### config.mk
export PLATFORM = sky130hd
export DESIGN_NAME = key_fetch_client
export DESIGN_NICKNAME = d
export VERILOG_FILES = /design/src/rtl/key_fetch_client.sv
export SDC_FILE = /design/constraint.sdc
export NUM_CORES = 1
export LEC_CHECK = 0
export BUFFER_PORTS_ARGS = -buffer_cell sky130_fd_sc_hd__buf_2
export CORE_AREA = 4 4 230 232
export DETAILED_ROUTE_END_ITERATION = 12
export DIE_AREA = 0 0 234 236
export HOLD_SLACK_MARGIN = 0.1
export SYNTH_ARGS = -nofsm -noshare
export SYNTH_HDL_FRONTEND = slang
export SYNTH_SLANG_ARGS = --single-unit
export TNS_END_PERCENT = 1
### constraint.sdc
create_clock -name clk156 -period 3.5 [get_ports clk156]
set_clock_uncertainty 0.05 [all_clocks]
set_input_delay 0 -clock clk156 [delete_from_list [all_inputs] [get_ports clk156]]
set_output_delay 0 -clock clk156 [all_outputs]
set_load 0.05 [all_outputs]
### src/rtl/key_fetch_client.sv
// key_fetch_client: requester side of the keymem key lookup, one timed-out keymem transaction per lookup.
// Optional single-entry key cache is built when KEY_FETCH_CLIENT_CACHE_EN is defined.
module key_fetch_client #(
  parameter int unsigned TIMEOUT_CYCLES    = 256,
  parameter int unsigned KEY_WIDTH         = 256,
  parameter int unsigned ID_WIDTH          = 32,
  parameter int unsigned TIMEOUT_CNT_WIDTH = 16   // saturation width of timeout_cnt, 1..16
) (
  input  logic                 clk156,
  input  logic                 areset_clk156,
  input  logic                 lookup_valid,
  output logic                 lookup_ready,
  input  logic [ID_WIDTH-1:0]  lookup_id,
  output logic                 result_valid,
  input  logic                 result_ready,
  output logic                 result_ok,
  output logic [KEY_WIDTH-1:0] result_key,
  output logic                 key_req,
  output logic [ID_WIDTH-1:0]  key_id,
  input  logic                 key_ack,
  input  logic [KEY_WIDTH-1:0] key,
  input  logic                 cache_flush,
  output logic [15:0]          timeout_cnt
);

  localparam int unsigned WAIT_W = $clog2(TIMEOUT_CYCLES);
  localparam logic [WAIT_W-1:0] WAIT_LAST = WAIT_W'(TIMEOUT_CYCLES - 1);
  localparam logic [TIMEOUT_CNT_WIDTH-1:0] TCNT_MAX = {TIMEOUT_CNT_WIDTH{1'b1}};

  typedef enum logic [1:0] {
    IDLE = 2'd0,
    REQ  = 2'd1,
    RESP = 2'd2
  } state_t;

  state_t                       state_q, state_d;
  logic [WAIT_W-1:0]            wait_q, wait_d;
  logic [ID_WIDTH-1:0]          key_id_q, key_id_d;
  logic                         result_ok_q, result_ok_d;
  logic [KEY_WIDTH-1:0]         result_key_q, result_key_d;
  logic [TIMEOUT_CNT_WIDTH-1:0] timeout_cnt_q, timeout_cnt_d;
  logic                         key_req_q, key_req_d;
  logic                         lookup_ready_q, lookup_ready_d;
  logic                         result_valid_q, result_valid_d;
  logic                         timeout_s;
  logic                         cache_hit_s;
  logic [KEY_WIDTH-1:0]         cache_key_s;

`ifdef KEY_FETCH_CLIENT_CACHE_EN
  logic                 cache_valid_q, cache_valid_d;
  logic [ID_WIDTH-1:0]  cache_id_q, cache_id_d;
  logic [KEY_WIDTH-1:0] cache_key_q, cache_key_d;

  // A flush in the accept cycle forces a miss.
  assign cache_hit_s = cache_valid_q && (cache_id_q == lookup_id) && !cache_flush;
  assign cache_key_s = cache_key_q;

  // Cache update: flush has priority over storing a fresh key.
  always_comb begin
    cache_valid_d = cache_valid_q;
    cache_id_d    = cache_id_q;
    cache_key_d   = cache_key_q;
    if (cache_flush) begin
      cache_valid_d = 1'b0;
    end else if ((state_q == REQ) && key_ack) begin
      cache_valid_d = 1'b1;
      cache_id_d    = key_id_q;
      cache_key_d   = key;
    end else begin
      cache_valid_d = cache_valid_q;
    end
  end
`else
  logic unused_flush_s;

  assign unused_flush_s = cache_flush;
  assign cache_hit_s    = 1'b0;
  assign cache_key_s    = {KEY_WIDTH{1'b0}};
`endif

  assign timeout_s = (wait_q == WAIT_LAST);

  // State and datapath registers.
  always_ff @(posedge clk156) begin
    if (areset_clk156) begin
      state_q        <= IDLE;
      wait_q         <= {WAIT_W{1'b0}};
      key_id_q       <= {ID_WIDTH{1'b0}};
      result_ok_q    <= 1'b0;
      result_key_q   <= {KEY_WIDTH{1'b0}};
      timeout_cnt_q  <= {TIMEOUT_CNT_WIDTH{1'b0}};
      key_req_q      <= 1'b0;
      lookup_ready_q <= 1'b1;
      result_valid_q <= 1'b0;
`ifdef KEY_FETCH_CLIENT_CACHE_EN
      cache_valid_q  <= 1'b0;
      cache_id_q     <= {ID_WIDTH{1'b0}};
      cache_key_q    <= {KEY_WIDTH{1'b0}};
`endif
    end else begin
      state_q        <= state_d;
      wait_q         <= wait_d;
      key_id_q       <= key_id_d;
      result_ok_q    <= result_ok_d;
      result_key_q   <= result_key_d;
      timeout_cnt_q  <= timeout_cnt_d;
      key_req_q      <= key_req_d;
      lookup_ready_q <= lookup_ready_d;
      result_valid_q <= result_valid_d;
`ifdef KEY_FETCH_CLIENT_CACHE_EN
      cache_valid_q  <= cache_valid_d;
      cache_id_q     <= cache_id_d;
      cache_key_q    <= cache_key_d;
`endif
    end
  end

  // Next-state logic; an ack in the timeout cycle still completes the fetch.
  always_comb begin
    state_d = state_q;
    case (state_q)
      IDLE: begin
        if (lookup_valid) begin
          state_d = cache_hit_s ? RESP : REQ;
        end else begin
          state_d = IDLE;
        end
      end
      REQ: begin
        if (key_ack || timeout_s) begin
          state_d = RESP;
        end else begin
          state_d = REQ;
        end
      end
      RESP: begin
        if (result_ready) begin
          state_d = IDLE;
        end else begin
          state_d = RESP;
        end
      end
      default: state_d = IDLE;
    endcase
  end

  // Output and datapath next values; handshake flags are registered from state_d.
  always_comb begin
    wait_d        = wait_q;
    key_id_d      = key_id_q;
    result_ok_d   = result_ok_q;
    result_key_d  = result_key_q;
    timeout_cnt_d = timeout_cnt_q;
    case (state_q)
      IDLE: begin
        if (lookup_valid) begin
          key_id_d = lookup_id;
          wait_d   = {WAIT_W{1'b0}};
          if (cache_hit_s) begin
            result_ok_d  = 1'b1;
            result_key_d = cache_key_s;
          end else begin
            result_ok_d  = result_ok_q;
          end
        end else begin
          key_id_d = key_id_q;
        end
      end
      REQ: begin
        wait_d = wait_q + WAIT_W'(1);
        if (key_ack) begin
          result_ok_d  = 1'b1;
          result_key_d = key;
        end else if (timeout_s) begin
          result_ok_d  = 1'b0;
          result_key_d = {KEY_WIDTH{1'b0}};
          if (timeout_cnt_q != TCNT_MAX) begin
            timeout_cnt_d = timeout_cnt_q + TIMEOUT_CNT_WIDTH'(1);
          end else begin
            timeout_cnt_d = timeout_cnt_q;
          end
        end else begin
          result_ok_d = result_ok_q;
        end
      end
      RESP: begin
        wait_d = wait_q;
      end
      default: begin
        wait_d = {WAIT_W{1'b0}};
      end
    endcase
    key_req_d      = (state_d == REQ);
    lookup_ready_d = (state_d == IDLE);
    result_valid_d = (state_d == RESP);
  end

  assign lookup_ready = lookup_ready_q;
  assign key_req      = key_req_q;
  assign key_id       = key_id_q;
  assign result_valid = result_valid_q;
  assign result_ok    = result_ok_q;
  assign result_key   = result_key_q;
  assign timeout_cnt  = 16'(timeout_cnt_q);

endmodule

# Word level (Yosys, flattened, before mapping)
# Cells that the tools add are included.
# op_classes
addsub,2
n_eq_ne,7
n_mux,10
n_bitwise,2
reduce_logical,8
# op_table
operator,count
$mux W256,2
$pmux W8 S3,1
$add A16 B1 Y16 const B,1
$ne A16 B16 Y1 const B,1
$add A8 B1 Y8 const B,1
$eq A8 B8 Y1 const B,1
$mux W8,1
$pmux W2 S3,1
$reduce_and A2 Y1,3
$eq A2 B1 Y1 const B,2
$eq A2 B2 Y1 const B,2
$logic_not A2 Y1,2
$mux W2,2
$reduce_and A4 Y1,1
$mux W1,3
$ne A2 B2 Y1 const B,1
$not A1 Y1,2
$reduce_bool A2 Y1,1
$logic_or A1 B1 Y1,1
# word_totals
ff_bits,318
in_bits,294
out_inout_bits,308
wordCells,38

# Depth between registers and ports, before layout
# depth
word_depth,5
mapped_depth,7
depth_no_buf,5

# Least setup slack after synthesis
# No wires, ideal clock.
# synth_path
kind,reg2reg
from,register timeout_cnt_q[0] (netlist: timeout_cnt[0])
to,register timeout_cnt_q[9] (netlist: timeout_cnt[9])
setup_ns,0.123
arrival_time_ns,2.042
required_time_ns,3.327
slack_ns,1.284
path_stages_with_launch,7
n_path_buf,1
period_less_slack_ns,2.216
cell_sequence,dfxtp_1 ha_1 and4_1 nor4b_1 clkbuf_1 nor4_1 mux2_1
# synth_via
elab_chain_cells,2
word_cells_on_any_way,3
classes_between,1 x add/sub; 1 x eq/ne; 1 x reduce/logical
# synth_rtl
item,line,rtl
start: declaration,41,"logic [TIMEOUT_CNT_WIDTH-1:0] timeout_cnt_q, timeout_cnt_d;"
start signal: assignment,91,timeout_cnt_q <= {TIMEOUT_CNT_WIDTH{1'b0}};
start signal: assignment,106,timeout_cnt_q <= timeout_cnt_d;
"parallel branches: the longest is 2 deep, another holds $add A16 B1 Y16",-,
# Several ways; the timed one is not identified.
# A chain may end at the register's enable or synchronous reset.

# Worst setup path after layout
# layout_path
from,register state_q[1]
to,register key_id_q[31] (netlist: key_id[31])
# layout_via
elab_chain_cells,2
# layout_rtl
item,line,rtl
start: declaration,36,"state_t state_q, state_d;"
start signal: assignment,101,state_q <= state_d;
$logic_not A2 Y1,154,case (state_q)
$reduce_and A2 Y1 (no line),-,
end signal: assignment,88,key_id_q <= {ID_WIDTH{1'b0}};
end signal: assignment,103,key_id_q <= key_id_d;
end: declaration,38,"logic [ID_WIDTH-1:0] key_id_q, key_id_d;"
# Every way passes these cells.

==> metrics.csv <==
metric;value;unit
FF-to-FF path depth;6;
top-count cell post-synth;nand2_1;
initial cell density of the core;23.0;%
minimum clock period;3120;ps
HP Class;input pin to flop;
DR iter-0 viols;776;
Synth Net Count;1753;
clk buf depth;3;
Synth top cells by count;nand2_1 (331), dfxtp_1 (318), a21oi_1 (304), o21ai_0 (263), clkbuf_1 (102);
max-cap violations;0;
Storage cell area;0.00637;mm^2
WP depth;6;
Pins Over Slew Limit;0;
ratio of final minimum period to clock period;89.2;%
synth unique cells;42;
ANT nets after route;0;
largest net degree at the start of global routing;148;
Crit path top cell by count;dlygate4sd3_1;
FMAX;0.320;GHz
row count;83;
# IOs;602;
YS warnings;0;
CTS sink cnt;318;
Detailed Place HPWL;29200;um
outcome;completed;
synth-to-layout area growth;78.2;%
Die Area;0.0552;mm^2
core area;0.0510;mm^2
dominant synthesized flop cell;dfxtp_1;
GR Util All Layers;16.5;%
DR vias;14500;
first-pass GRT wire length;75900;um
TritonCTS Buffers;37;
area share of the largest cell type after synthesis;54.4;%
Worst slew margin;10.5;%
Worst-Margin Slew;1340;ps
Seq/Total Area, Yosys;54.4;%
Pwr Density;444;mW/mm^2
RSZ-0062 raised after global routing;no;
final hold violations;0;
Hold Crit Depth;4;
CP Launch Type;flop;
clk_lat worst skew;540;ps
Final setup viols;0;
fillcell total;4841;
Non-Filler Instances;3125;
fin nets;2712;
TritonCTS clock tree;yes;
Fin Setup TNS;0;ps
DP Cell Count;2626;
layout cell share with drive strength beyond 1;28.2;%
leakage;9.17;nW
WL/cell;15.7;um
number of global-route vias before repair;14800;
initial antenna violation count;3;
Die Y;236;um
async set or reset register ratio after synthesis;0;%
Reg clk slew, reported paths;60;ps
multi-input logic area;0.00481;mm^2
total congestion overflow;0;
Avg Inst Size Synth;8.04;um^2
Placer Congestion;0.828;
r2r startpoint;state_q[1];
critical path type;flop to flop;
critical path's slowest cell;nor2_2;
H-tree depth;2;
Max VDD drop;0.000314;V
worst path buffer plus inverter count;2;
HP Start;key[129];
largest delay contributor family on the critical path;simple AND/OR/NAND/NOR gates;
worst stage delay on the critical path;1010;ps
Initial DRT Pass Iterations;5;
CP endpoint kind;flop;
worst-path fanout max;33;
Worst EP required;3930;ps
Syn Inst Count;1457;
DRC viols;0;
# port buffers;600;
Synth Cell Area;0.0117;mm^2
CP Cell Sequence;nand2b_1, nor2_2, nand2_1, dlygate4sd3_1, a21oi_1, dlygate4sd3_1;
EDFF count, synth;0;
top cells by area, synth;dfxtp_1 (54%), a21oi_1 (13%), o21ai_0 (11%);
area leader, netlist;dfxtp_1;
DR vias/cell;4.64;
crit path from;state_q[1];
Seq cells post-synth;318;
Total Routed Length;49000;um
die width;234;um
Worst EP arrival;3550;ps
Root Driver;clkbuf_16;
[routing by layer]
layer  share of wire, %  global-route usage [%]  vias to the layer above
li1                   -                       -                     6895
met1                 38                    18.4                     6740
met2                 48                    28.2                      691
met3                8.7                    4.95                      165
met4                5.4                    8.73                        2
met5              0.024                       0                        -
[placed cells by master (no fill, tap or decap), types with 7 or more instances in the layout]
| master | instances |
|---|---|
| nor2_1 | 17 |
| o31ai_1 | 7 |
| nand3_1 | 7 |
| buf_12 | 10 |
| dlygate4sd3_1 | 431 |
| or4_1 | 7 |
| o21ai_0 | 263 |
| a21oi_1 | 304 |
| buf_2 | 599 |
| clkbuf_1 | 11 |
| dfxtp_1 | 318 |
| clkbuf_16 | 39 |
| nand4_1 | 8 |
| nand2_1 | 331 |
| buf_4 | 15 |
| clkbuf_8 | 10 |
[state kept, by name, indices dropped and copies added, names as in the netlist]
register,cells
key_req,1
state_q,2
result_key,256
result_valid,1
key_id,32
wait_q,8
timeout_cnt,16
lookup_ready,1
result_ok,1
[metrics by stage]
stage	utilization, %	power (mW)	instance area [um^2]	worst slack [ps]	hold slack (ps)
global route	40.9	9.64	20900	193	189
CTS	40.9	9.34	20900	535	158
detailed placement	30.1	5.18	15400	1230	197
global placement	30.1	5.16	15400	1320	192
finish	40.9	9.26	20900	379	200
floorplan	-	4.72	11700	1280	86.0
[area by class of cell]
cell class	instances	share of cell area, %
Timing Repair Buffer	1056	36.6
Sequential cell	318	30.5
Multi-Input combinational cell	1001	23.0
Clock buffer	60	5.53
Tap cell	680	4.08
Clock inverter	6	0.180
Inverter	2	0.0360
Antenna cell	2	0.0240
[final timing paths]
path / end / slack (ps)
worst max-delay path: key_id[31] / 380
worst min-delay path: result_key[129] / 200
worst max register to register: key_id[31] / 380
worst min register to register: key_id[16] / 410
[where the power goes]
group / leakage (nW) / internal, mW / total (mW) / switching (mW)
registers: 2.58 / 3.76 / 3.83 / 0.0680
clock network: 0.590 / 2.25 / 3.77 / 1.51
logic: 6.00 / 0.639 / 1.67 / 1.03
[repair_timing]
action                                 CTS  global route
hold buffers                           431             0
endpoints found under the hold margin  315             0
setup buffers                            0             0
gates resized for setup                  0             0
[cells by family after synthesis]
kind of cell    after synthesis  share of synthesized area, %
mux                           4                         0.385
fa+ha+maj                     2                         0.214
simple gates                407                          14.5
buf+inv                     138                          4.83
flops                       318                          54.4
xor+xnor                      2                         0.150
compound gates              586                          25.6
[tightest hold or removal path: stages]
cell and delay [ps]:
dlygate4sd3_1 530, buf_2 120, nand2_1 40, a21oi_1 50
Power figures use the tool's default switching activity.
